File: src/rtl/histo_pkg.sv
`default_nettype none
// +--------------------------------------------------------------------+
// | histo_pkg : shared widths, FSM encoding and CDF-to-LUT scaling     |
// | Rev 1.0                                                            |
// +--------------------------------------------------------------------+
package histo_pkg;

   localparam int C_GRAY_LEVEL = 256;
   localparam int C_PIX_W      = 8;
   localparam int C_BIN_W      = 64;
   localparam int C_CDF_W      = 32;

   localparam logic [2:0] C_ST_IDLE  = 3'b001;
   localparam logic [2:0] C_ST_BUILD = 3'b010;
   localparam logic [2:0] C_ST_DONE  = 3'b100;

   typedef enum logic [2:0] {
      ST_IDLE  = C_ST_IDLE,
      ST_BUILD = C_ST_BUILD,
      ST_DONE  = C_ST_DONE
   } state_t;

   // Full 64-bit product so a saturated CDF cannot overflow before clamping.
   function automatic logic [C_PIX_W-1:0] cdf_to_lut(
      input logic [C_CDF_W-1:0] cdf,
      input logic [63:0]        scale,
      input int                 shift
   );
      logic [63:0] prod;
      prod = ({{(64-C_CDF_W){1'b0}}, cdf} * scale) >> shift;
      return (prod > 64'd255) ? {C_PIX_W{1'b1}} : prod[C_PIX_W-1:0];
   endfunction

endpackage
`default_nettype wire

File: src/rtl/histo_eq_lut_ram.sv
`default_nettype none
// +--------------------------------------------------------------------+
// | histo_eq_lut_ram : 256x8 simple dual-port LUT, sync write,         |
// | registered read (read-during-write returns old content)            |
// | Rev 1.0                                                            |
// +--------------------------------------------------------------------+
module histo_eq_lut_ram
   import histo_pkg::*;
(
   input  logic               clk,
   input  logic               wr_en,
   input  logic [C_PIX_W-1:0] wr_addr,
   input  logic [C_PIX_W-1:0] wr_data,
   input  logic [C_PIX_W-1:0] rd_addr,
   output logic [C_PIX_W-1:0] rd_data
);

   logic [C_PIX_W-1:0] r_mem [0:C_GRAY_LEVEL-1];

   always_ff @(posedge clk) begin
      if (wr_en) begin
         r_mem[wr_addr] <= wr_data;
      end
      rd_data <= r_mem[rd_addr];
   end

endmodule
`default_nettype wire

File: src/rtl/histo_equalize_map.sv
`default_nettype none
// +--------------------------------------------------------------------+
// | histo_equalize_map : builds an equalization LUT from a histogram   |
// | stream and maps pixels through it. HISTO_EQ_DBUF_EN: two banks.    |
// | Rev 1.0                                                            |
// +--------------------------------------------------------------------+
module histo_equalize_map
   import histo_pkg::*;
#(
   parameter int IMG_WIDTH   = 480,
   parameter int IMG_HEIGHT  = 272,
   parameter int GRAY_LEVEL  = 256,
   parameter int SCALE_SHIFT = 24
)(
   input  logic               clk,
   input  logic               rst,
   input  logic               pi_histo_vld,
   input  logic [C_BIN_W-1:0] pi_histo_data,
   input  logic               pi_hsync,
   input  logic               pi_vsync,
   input  logic               pi_data_vld,
   input  logic [C_PIX_W-1:0] pi_data,
   output logic               po_hsync,
   output logic               po_vsync,
   output logic               po_data_vld,
   output logic [C_PIX_W-1:0] po_data,
   output logic               po_lut_ready
);

   localparam logic [63:0] C_PIXELS = 64'(IMG_WIDTH) * 64'(IMG_HEIGHT);
   localparam logic [63:0] C_SCALE  = ((64'd255 << SCALE_SHIFT) + (C_PIXELS >> 1)) / C_PIXELS;
   localparam logic [C_PIX_W-1:0] C_LAST_BIN = C_PIX_W'(GRAY_LEVEL - 1);

   state_t              r_state, w_state_nxt;
   logic                r_hsync, r_vsync, r_dvld, r_lut_ready, r_map_lut;
   logic [C_PIX_W-1:0]  r_pix;
   logic [C_PIX_W-1:0]  r_bin_cnt, r_cdf_addr;
   logic [C_CDF_W-1:0]  r_cdf;
   logic                r_cdf_vld, r_all_in;
   logic                w_vs_rise, w_abort, w_beat_start, w_beat_build, w_beat;
   logic [C_CDF_W:0]    w_sum;
   logic [C_CDF_W-1:0]  w_cdf_base, w_cdf_nxt;
   logic                w_wr_en, w_wr_last;
   logic [C_PIX_W-1:0]  w_wr_data, w_map_q;
   logic                w_unused_histo_hi;

   assign w_unused_histo_hi = ^pi_histo_data[C_BIN_W-1:C_CDF_W];

   assign w_vs_rise    = pi_vsync & ~r_vsync;
   assign w_abort      = (r_state == ST_BUILD) && w_vs_rise;
   assign w_beat_start = (r_state == ST_IDLE) && pi_histo_vld;
   assign w_beat_build = (r_state == ST_BUILD) && pi_histo_vld && !r_all_in && !w_abort;
   assign w_beat       = w_beat_start || w_beat_build;

   assign w_cdf_base = w_beat_start ? '0 : r_cdf;
   assign w_sum      = {1'b0, w_cdf_base} + {1'b0, pi_histo_data[C_CDF_W-1:0]};
   assign w_cdf_nxt  = w_sum[C_CDF_W] ? {C_CDF_W{1'b1}} : w_sum[C_CDF_W-1:0];

   // Write stage sits one cycle behind the CDF register; an abort kills it.
   assign w_wr_en   = r_cdf_vld && (r_state == ST_BUILD) && !w_abort;
   assign w_wr_last = w_wr_en && (r_cdf_addr == C_LAST_BIN);
   assign w_wr_data = cdf_to_lut(r_cdf, C_SCALE, SCALE_SHIFT);

   always_comb begin
      w_state_nxt = r_state;
      case (r_state)
         ST_IDLE:  if (pi_histo_vld) w_state_nxt = ST_BUILD;
         ST_BUILD: begin
            if (w_abort)        w_state_nxt = ST_IDLE;
            else if (w_wr_last) w_state_nxt = ST_DONE;
         end
         ST_DONE:  w_state_nxt = ST_IDLE;
         default:  w_state_nxt = ST_IDLE;
      endcase
   end

   always_ff @(posedge clk or posedge rst) begin
      if (rst) r_state <= ST_IDLE;
      else     r_state <= w_state_nxt;
   end

   always_ff @(posedge clk or posedge rst) begin
      if (rst) begin
         r_hsync   <= 1'b0;
         r_vsync   <= 1'b0;
         r_dvld    <= 1'b0;
         r_pix     <= '0;
         r_map_lut <= 1'b0;
      end else begin
         r_hsync   <= pi_hsync;
         r_vsync   <= pi_vsync;
         r_dvld    <= pi_data_vld;
         r_pix     <= pi_data;
         r_map_lut <= r_lut_ready;
      end
   end

   always_ff @(posedge clk or posedge rst) begin
      if (rst) begin
         r_bin_cnt  <= '0;
         r_cdf_addr <= '0;
         r_cdf      <= '0;
         r_cdf_vld  <= 1'b0;
         r_all_in   <= 1'b0;
      end else if (w_abort || (r_state == ST_DONE)) begin
         r_bin_cnt <= '0;
         r_cdf     <= '0;
         r_cdf_vld <= 1'b0;
         r_all_in  <= 1'b0;
      end else begin
         r_cdf_vld <= w_beat;
         if (w_beat) begin
            r_cdf      <= w_cdf_nxt;
            r_cdf_addr <= w_beat_start ? '0 : r_bin_cnt;
            r_bin_cnt  <= w_beat_start ? C_PIX_W'(1) : r_bin_cnt + C_PIX_W'(1);
            r_all_in   <= !w_beat_start && (r_bin_cnt == C_LAST_BIN);
         end
      end
   end

`ifdef HISTO_EQ_DBUF_EN
   logic               r_bank, r_rd_bank, r_swap_pend;
   logic [C_PIX_W-1:0] w_bank_q [2];

   // A finished table waits in the inactive bank until the next frame starts.
   always_ff @(posedge clk or posedge rst) begin
      if (rst) begin
         r_bank      <= 1'b0;
         r_rd_bank   <= 1'b0;
         r_swap_pend <= 1'b0;
         r_lut_ready <= 1'b0;
      end else begin
         r_rd_bank <= r_bank;
         if (r_state == ST_DONE) begin
            r_swap_pend <= 1'b1;
         end else if (w_beat_start) begin
            r_swap_pend <= 1'b0;
         end else if (r_swap_pend && w_vs_rise) begin
            r_swap_pend <= 1'b0;
            r_bank      <= ~r_bank;
            r_lut_ready <= 1'b1;
         end
      end
   end

   for (genvar b = 0; b < 2; b++) begin : g_bank
      histo_eq_lut_ram u_ram (
         .clk     (clk),
         .wr_en   (w_wr_en && (r_bank != 1'(b))),
         .wr_addr (r_cdf_addr),
         .wr_data (w_wr_data),
         .rd_addr (pi_data),
         .rd_data (w_bank_q[b])
      );
   end

   assign w_map_q = r_rd_bank ? w_bank_q[1] : w_bank_q[0];
`else
   always_ff @(posedge clk or posedge rst) begin
      if (rst)                      r_lut_ready <= 1'b0;
      else if (r_state == ST_DONE)  r_lut_ready <= 1'b1;
   end

   histo_eq_lut_ram u_ram (
      .clk     (clk),
      .wr_en   (w_wr_en),
      .wr_addr (r_cdf_addr),
      .wr_data (w_wr_data),
      .rd_addr (pi_data),
      .rd_data (w_map_q)
   );
`endif

   assign po_hsync     = r_hsync;
   assign po_vsync     = r_vsync;
   assign po_data_vld  = r_dvld;
   assign po_lut_ready = r_lut_ready;
   assign po_data      = !r_dvld ? '0 : (r_map_lut ? w_map_q : r_pix);

endmodule
`default_nettype wire

File: config.mk
export PLATFORM = sky130hd
export DESIGN_NAME = histo_equalize_map
export DESIGN_NICKNAME = d
export VERILOG_FILES = /design/src/rtl/histo_pkg.sv /design/src/rtl/histo_eq_lut_ram.sv /design/src/rtl/histo_equalize_map.sv
export SDC_FILE = /design/constraint.sdc
export NUM_CORES = 2
export LEC_CHECK = 0
export CAP_MARGIN = 20
export CORE_MARGIN = 4
export CORE_UTILIZATION = 30
export CTS_CLUSTER_SIZE = 30
export DETAILED_ROUTE_END_ITERATION = 8
export HOLD_SLACK_MARGIN = 0.03
export SYNTH_ARGS = -nofsm -noshare
export SYNTH_HDL_FRONTEND = slang
export SYNTH_SLANG_ARGS = --single-unit
File: constraint.sdc
create_clock -name clk -period 6.8 [get_ports clk]
set_input_delay 1.36 -clock clk [delete_from_list [all_inputs] [get_ports clk]]
set_output_delay 1.36 -clock clk [all_outputs]
set_load 0.02 [all_outputs]
Word-level counts from Yosys, hierarchy flattened
Memories as Yosys holds them, arrays and structs flattened. A register that Yosys moved wholly into a read port is not among the register bits.
Index checks and enable logic that the tools add are counted.
{ "totals": {"ff_bits": 66, "ram_bits": 2048, "input_bits": 78, "output_inout_bits": 12, "wordCells": 63, "mem_count": 1} }
{ "memory_table": {"columns": ["name", "depth", "width", "rd", "rd_ports_with_merged_regs", "write_ports", "line", "source"], "rows": [
  ["u_ram.r_mem", 256, 8, 1, 1, 1, "histo_eq_lut_ram.sv:18", "logic [C_PIX_W-1:0] r_mem [0:C_GRAY_LEVEL-1];"]
]} }
{ "classes": {"addsub": 2, "n_lt_le_gt_ge": 1, "eq_ne": 7, "muxes": 20, "n_bitwise": 3, "reduce_logical": 17} }
{ "ops": {"columns": ["op", "count"], "rows": [
  ["$mux 32", 4],
  ["$mux 8", 7],
  ["$add 32x32->33", 1],
  ["$gt 23x8->1 const B", 1],
  ["$eq 8x8->1 const B", 2],
  ["$logic_and 1x1->1", 9],
  ["$mux 3", 3],
  ["$add 8x1->8 const B", 1],
  ["$pmux 3 s2", 1],
  ["$mux 1", 5],
  ["$reduce_and 2->1", 2],
  ["$eq 3x1->1 const B", 1],
  ["$eq 3x2->1 const B", 1],
  ["$eq 3x3->1 const B", 1],
  ["$logic_not 1->1", 3],
  ["$ne 3x3->1 const B", 1],
  ["$logic_or 1x1->1", 2],
  ["$ne 2x2->1 const B", 1],
  ["$not 1->1", 2],
  ["$reduce_bool 2->1", 1],
  ["$and 1x1->1", 1]
]} }

Depth between registers and ports, before layout
{ "depth": {"ltp_word": 9, "depth_mapped": 15, "depth_no_buf": 12} }

Cells and area by module
A second synthesis with hierarchy kept.
{ "hier_totals": {"hier_cells": 4287, "hier_area_um2": 84345.9} }
{ "by_module_without_submodules": {"columns": ["module", "n_inst", "cells_each", "area_each_um2", "seq_area_each_um2"], "rows": [
  ["histo_eq_lut_ram", 1, 3733, 79556.3, 61659.1],
  ["histo_equalize_map", 1, 554, 4789.6, 1652.8]
]} }

Worst setup path after synthesis
Ideal clock, no wire load.
{ "synth_timing": {"path_type": "input-to-reg", "start": "in pi_histo_vld", "end": "reg r_cdf[29]", "setup_time_ns": 0.142, "arrival_ns": 4.472, "required_time_ns": 6.658, "path_slack_ns": 2.186, "path_stages": 14, "path_buffers": 2, "path_cell_list": "nand4bb_1 -> clkbuf_1 -> and2_1 -> ha_1 -> fa_1 -> a21o_1 -> a31o_2 -> a21oi_1 -> o32ai_1 -> o21a_1 -> o32a_1 -> buf_2 -> nor4b_1 -> o21ai_0"} }
{ "synth_via": {"elab_chain_len": 6, "word_cells_on_any_way": 11, "cone_classes": "add/sub (1); mux (4); reduce/logical (6)"} }
{ "synth_lines": {"columns": ["item", "line", "source"], "rows": [
  ["from (decl)", "histo_equalize_map.sv:17", "input logic pi_histo_vld,"],
  ["$logic_and 1x1->1", "histo_equalize_map.sv:51", "assign w_beat_start = (r_state == ST_IDLE) && pi_histo_vld;"],
  ["$mux 32", "histo_equalize_map.sv:55", "assign w_cdf_base = w_beat_start ? '0 : r_cdf;"],
  ["$add 32x32->33", "histo_equalize_map.sv:56", "assign w_sum = {1'b0, w_cdf_base} + {1'b0, pi_histo_data[C_CDF_W-1:0]};"],
  ["$mux 32", "histo_equalize_map.sv:57", "assign w_cdf_nxt = w_sum[C_CDF_W] ? {C_CDF_W{1'b1}} : w_sum[C_CDF_W-1:0];"],
  ["$mux 32", "histo_equalize_map.sv:112", "if (w_beat) begin"],
  ["$mux 32", "histo_equalize_map.sv:105", "end else if (w_abort || (r_state == ST_DONE)) begin"],
  ["to (signal assigned)", "histo_equalize_map.sv:113", "r_cdf <= w_cdf_nxt;"],
  ["to (decl)", "histo_equalize_map.sv:38", "logic [C_CDF_W-1:0] r_cdf;"]
]} }
Several ways; a longest one is shown, not always the timed one. The select of a mux whose other input is x is not followed.
A chain may end at the register's enable or synchronous reset.

Worst setup path after layout
{ "layout_timing": {"start": "in pi_histo_vld", "end": "reg r_cdf[18]"} }
The elaborated chain is that of the path after synthesis.

==> flow_summary.json <==
{
  "run_status": "complete, but fails checks",
  "failed_checks": "slew limit",
  "core_area_mm2": 0.277,
  "endpoint_kind": "flop",
  "post_synth_edffs": 2048,
  "design.final.nets": 4081,
  "clk_pin_slew_worst_paths_ns": 0.06,
  "syn-mean-instance-area_um2": 21.8,
  "n_fill_cell": 25700,
  "cap_viol_max_count": 0,
  "synth_cells": 3835,
  "synth_warn": 0,
  "critPathArrivalTime_ns": 5.61,
  "global_router_s_overall_resource_usage_pct": 13.6,
  "port_buffers": 57,
  "via_count": 39100,
  "peakVddDrop_mv": 0.196,
  "power_density_of_the_placed_cells_mw_per_mm2": 288,
  "routed-wl-met3_um": 13100,
  "finalCritPeriodShare_pct": 72.6,
  "postSynthNetCount": 3947,
  "initial_antenna_violation_count": 15,
  "setup_tns_ns": 0,
  "setup.worst_path.start_class": "input pin",
  "route.detailed.wl_per_inst_um": 25.3,
  "power.total_uw": 27500,
  "firstDrtPassIters": 5,
  "routed_vias_inst": 4.99,
  "cts_setup_buffers": 0,
  "synth_top_area_share_pct": 73.5,
  "overflow": 0,
  "slew_headroom_pct": -5.62,
  "grt_pass1_wl_um": 288000,
  "syn-cell-area_mm2": 0.0837,
  "vias_in_the_first_global_route": 40000,
  "x_dimension_of_the_die_um": 536,
  "top_signal_layer_used": "met5",
  "die_area_mm2": 0.288,
  "root_buffer": "clkbuf_16",
  "cts_made_buffers": 208,
  "max_clock_freq_ghz": 0.203,
  "cell_type_with_the_highest_aggregate_area_in_the_netlist": "edfxtp_1",
  "drive_above_1_share_pct": 25.9,
  "timing.final.crit_period_ns": 4.93,
  "slew_viol_final": 60,
  "antenna_violating_nets_post_route": 0,
  "route.met2.wl_um": 96400,
  "cts.repair.resized": 0,
  "postSynth.topFlopCell": "edfxtp_1",
  "number_of_hold_repair_buffers_added_at_the_cts_stage": 0,
  "criticalPathCategory": "input pin to flop",
  "route.final.wire_length_um": 198000,
  "clk_latency_worst_skew_pair_ns": 0.84,
  "synth.ff_latch_count": 2122,
  "cts_htree_levels": 4,
  "async_flop_share_pct": 3.11,
  "synth_top_area_cells": "edfxtp_1 (73%), mux4_2 (18%), dfrtp_1 (1.9%)",
  "rows": 193,
  "min-delay-path-class": "flop to flop",
  "globalplace.congestion": 0.794,
  "initial_utilization_pct": 30.2,
  "pin_count": 90,
  "flow.area_growth_from_synthesis_pct": 14.2,
  "die-height_um": 536,
  "dr.first_iter.drc_count": 4055,
  "cellLeakagePower_uw": 0.0349,
  "critPathMaxFanout": 40,
  "tightestPinTransition_ns": 1.58,
  "setup_violations": 0,
  "worst_ep_required_time_ns": 7.48,
  "rsz0062_at_grt": "false",
  "fin_skew_ns": 0.0324,
  "grt_max_degree": 243,
  "place_hpwl_um": 117000,
  "synth-seq-area-share_pct": 75.6,
  "yosysUniqueCellTypes": 64,
  "drt-met1-wl_um": 84200,
  "tritoncts": "built",
  "detail_route.drc_violations": 0,
  "hold_viol_final": 0,
  "max_clock_buf_depth": 3,
  "clkSinkCount": 2122
}
-- layer usage --
metal / track usage [%] / vias to the layer above
li1: - / 16300
met1: 19.0 / 21300
met2: 21.9 / 1283
met3: 2.59 / 251
met4: 3.69 / 2
met5: 0 / -
-- cell families after synthesis --
group / Yosys count / share of synthesized area [%]
AO/OA/AOI/OAI: 180 / 1.33
multiplexers: 681 / 18.2
adder cells (fa/ha/maj): 34 / 0.517
flip-flops: 2122 / 75.6
XOR/XNOR: 22 / 0.230
AND/OR/NAND/NOR: 571 / 3.02
buffers and inverters: 225 / 1.10
-- sequential cells by signal (all words and copies together) (netlist names) --
name	cells
po_data_vld	1
po_hsync	1
po_lut_ready	1
po_vsync	1
r_all_in	1
r_bin_cnt	8
r_cdf	32
r_cdf_addr	8
r_cdf_vld	1
r_map_lut	1
r_pix	8
r_state	3
u_ram.r_mem	2048
u_ram.rd_data	8
-- worst paths after layout --
kind / from / to / slack [ns] / cells after the start
min in group asynchronous: rst / r_cdf[21] / 0.83 / 3
worst min-delay path: po_lut_ready / r_map_lut / 0.41 / 0
worst max-delay path: pi_histo_vld / r_cdf[18] / 1.87 / 14
worst max register to register: r_state[0] / r_cdf[18] / 2.40 / 13
max in group asynchronous: rst / r_state[0] / 5.33 / 4
worst min register to register: po_lut_ready / r_map_lut / 0.41 / 0
-- layout make-up --
class,instances,area [um^2],area share [%]
Sequential cell,2122,63300,66.2
Multi-Input combinational cell,1488,19500,20.4
Clock buffer,268,5500,5.76
Tap cell,3705,4640,4.85
Timing Repair Buffer,140,1580,1.66
Clock inverter,113,1000,1.05
Inverter,9,35.0,0.0366
Antenna cell,3,7.51,0.00785
-- layout by cell type (no fill, tap or decap), types with 13 or more instances in the layout --
master	instances
a21o_1	15
a21oi_1	37
a22oi_1	18
and2_1	33
buf_12	27
buf_4	55
bufinv_16	14
clkbuf_1	55
clkbuf_16	210
clkdlybuf4s50_1	51
clkinv_1	42
clkinv_2	34
dfrtp_1	65
edfxtp_1	2048
ha_1	33
mux4_2	672
nand2_1	121
nand3_1	24
nand4_1	13
nor2_1	290
nor2b_1	21
o21ai_0	56
xnor2_1	15
-- synthesized netlist by cell type (2+ instances only) --
library cell  instances
nor3b_1               3
clkbuf_1            149
o21ai_0              56
dfrtp_1              65
nand4_1              13
nor4b_1               2
a21oi_1              37
mux4_2              672
or2_2                18
and3_1                9
and4_1                2
a221oi_1              2
and2_1               33
inv_1                 8
a31oi_1               4
o21ai_1              10
o211ai_1              9
a21o_1               15
nor2b_1              21
a211oi_1              4
nor3_1                6
edfxtp_1           2048
o31ai_1               2
nor4_1                4
xnor2_1              15
nand3b_1              4
ha_1                 33
mux2i_1               9
buf_1                 8
nor2_1              291
o21bai_1              4
a211o_1               2
nand2b_1              4
buf_2                58
a22oi_1              18
o21a_1                4
dfxtp_1               8
nand3_1              26
xor2_1                7
or4_1                 2
nand2_1             124
or3_1                 4
-- per-stage QoR --
stage / area (um^2) / setup slack, ns / hold slack (ns) / instances / util, %
floorplan: 83700 / 2.19 / 0.430 / 3835 / -
global placement: 89000 / 1.01 / 0.401 / 7461 / 32.1
detailed placement: 89000 / 0.987 / 0.395 / 7462 / 32.1
CTS: 95500 / 1.90 / 0.414 / 7843 / 34.5
global route: 95600 / 1.60 / 0.435 / 7847 / 34.5
finish: 95600 / 1.87 / 0.412 / 7848 / 34.5
-- where the power goes --
group / internal (uW) / leakage (uW) / total [uW] / switching (uW)
combinational: 823 / 0.00675 / 2070 / 1250
clock: 6240 / 0.00317 / 11100 / 4860
sequential: 14200 / 0.0250 / 14300 / 97.0
total: 21300 / 0.0349 / 27500 / 6200
-- critical path, cell delays in order --
cell             delay (ns)
clkdlybuf4s50_1        0.53
nand4bb_1              0.21
buf_4                  0.34
and2_1                 0.25
fa_1                   0.41
a21o_1                 0.23
a31o_2                 0.26
a21oi_1                0.35
o32ai_1                0.25
o21a_1                 0.26
o32a_1                 0.49
buf_4                  0.27
nor4_1                 0.28
o21ai_0                0.11
(Power assumes the default switching activity.)
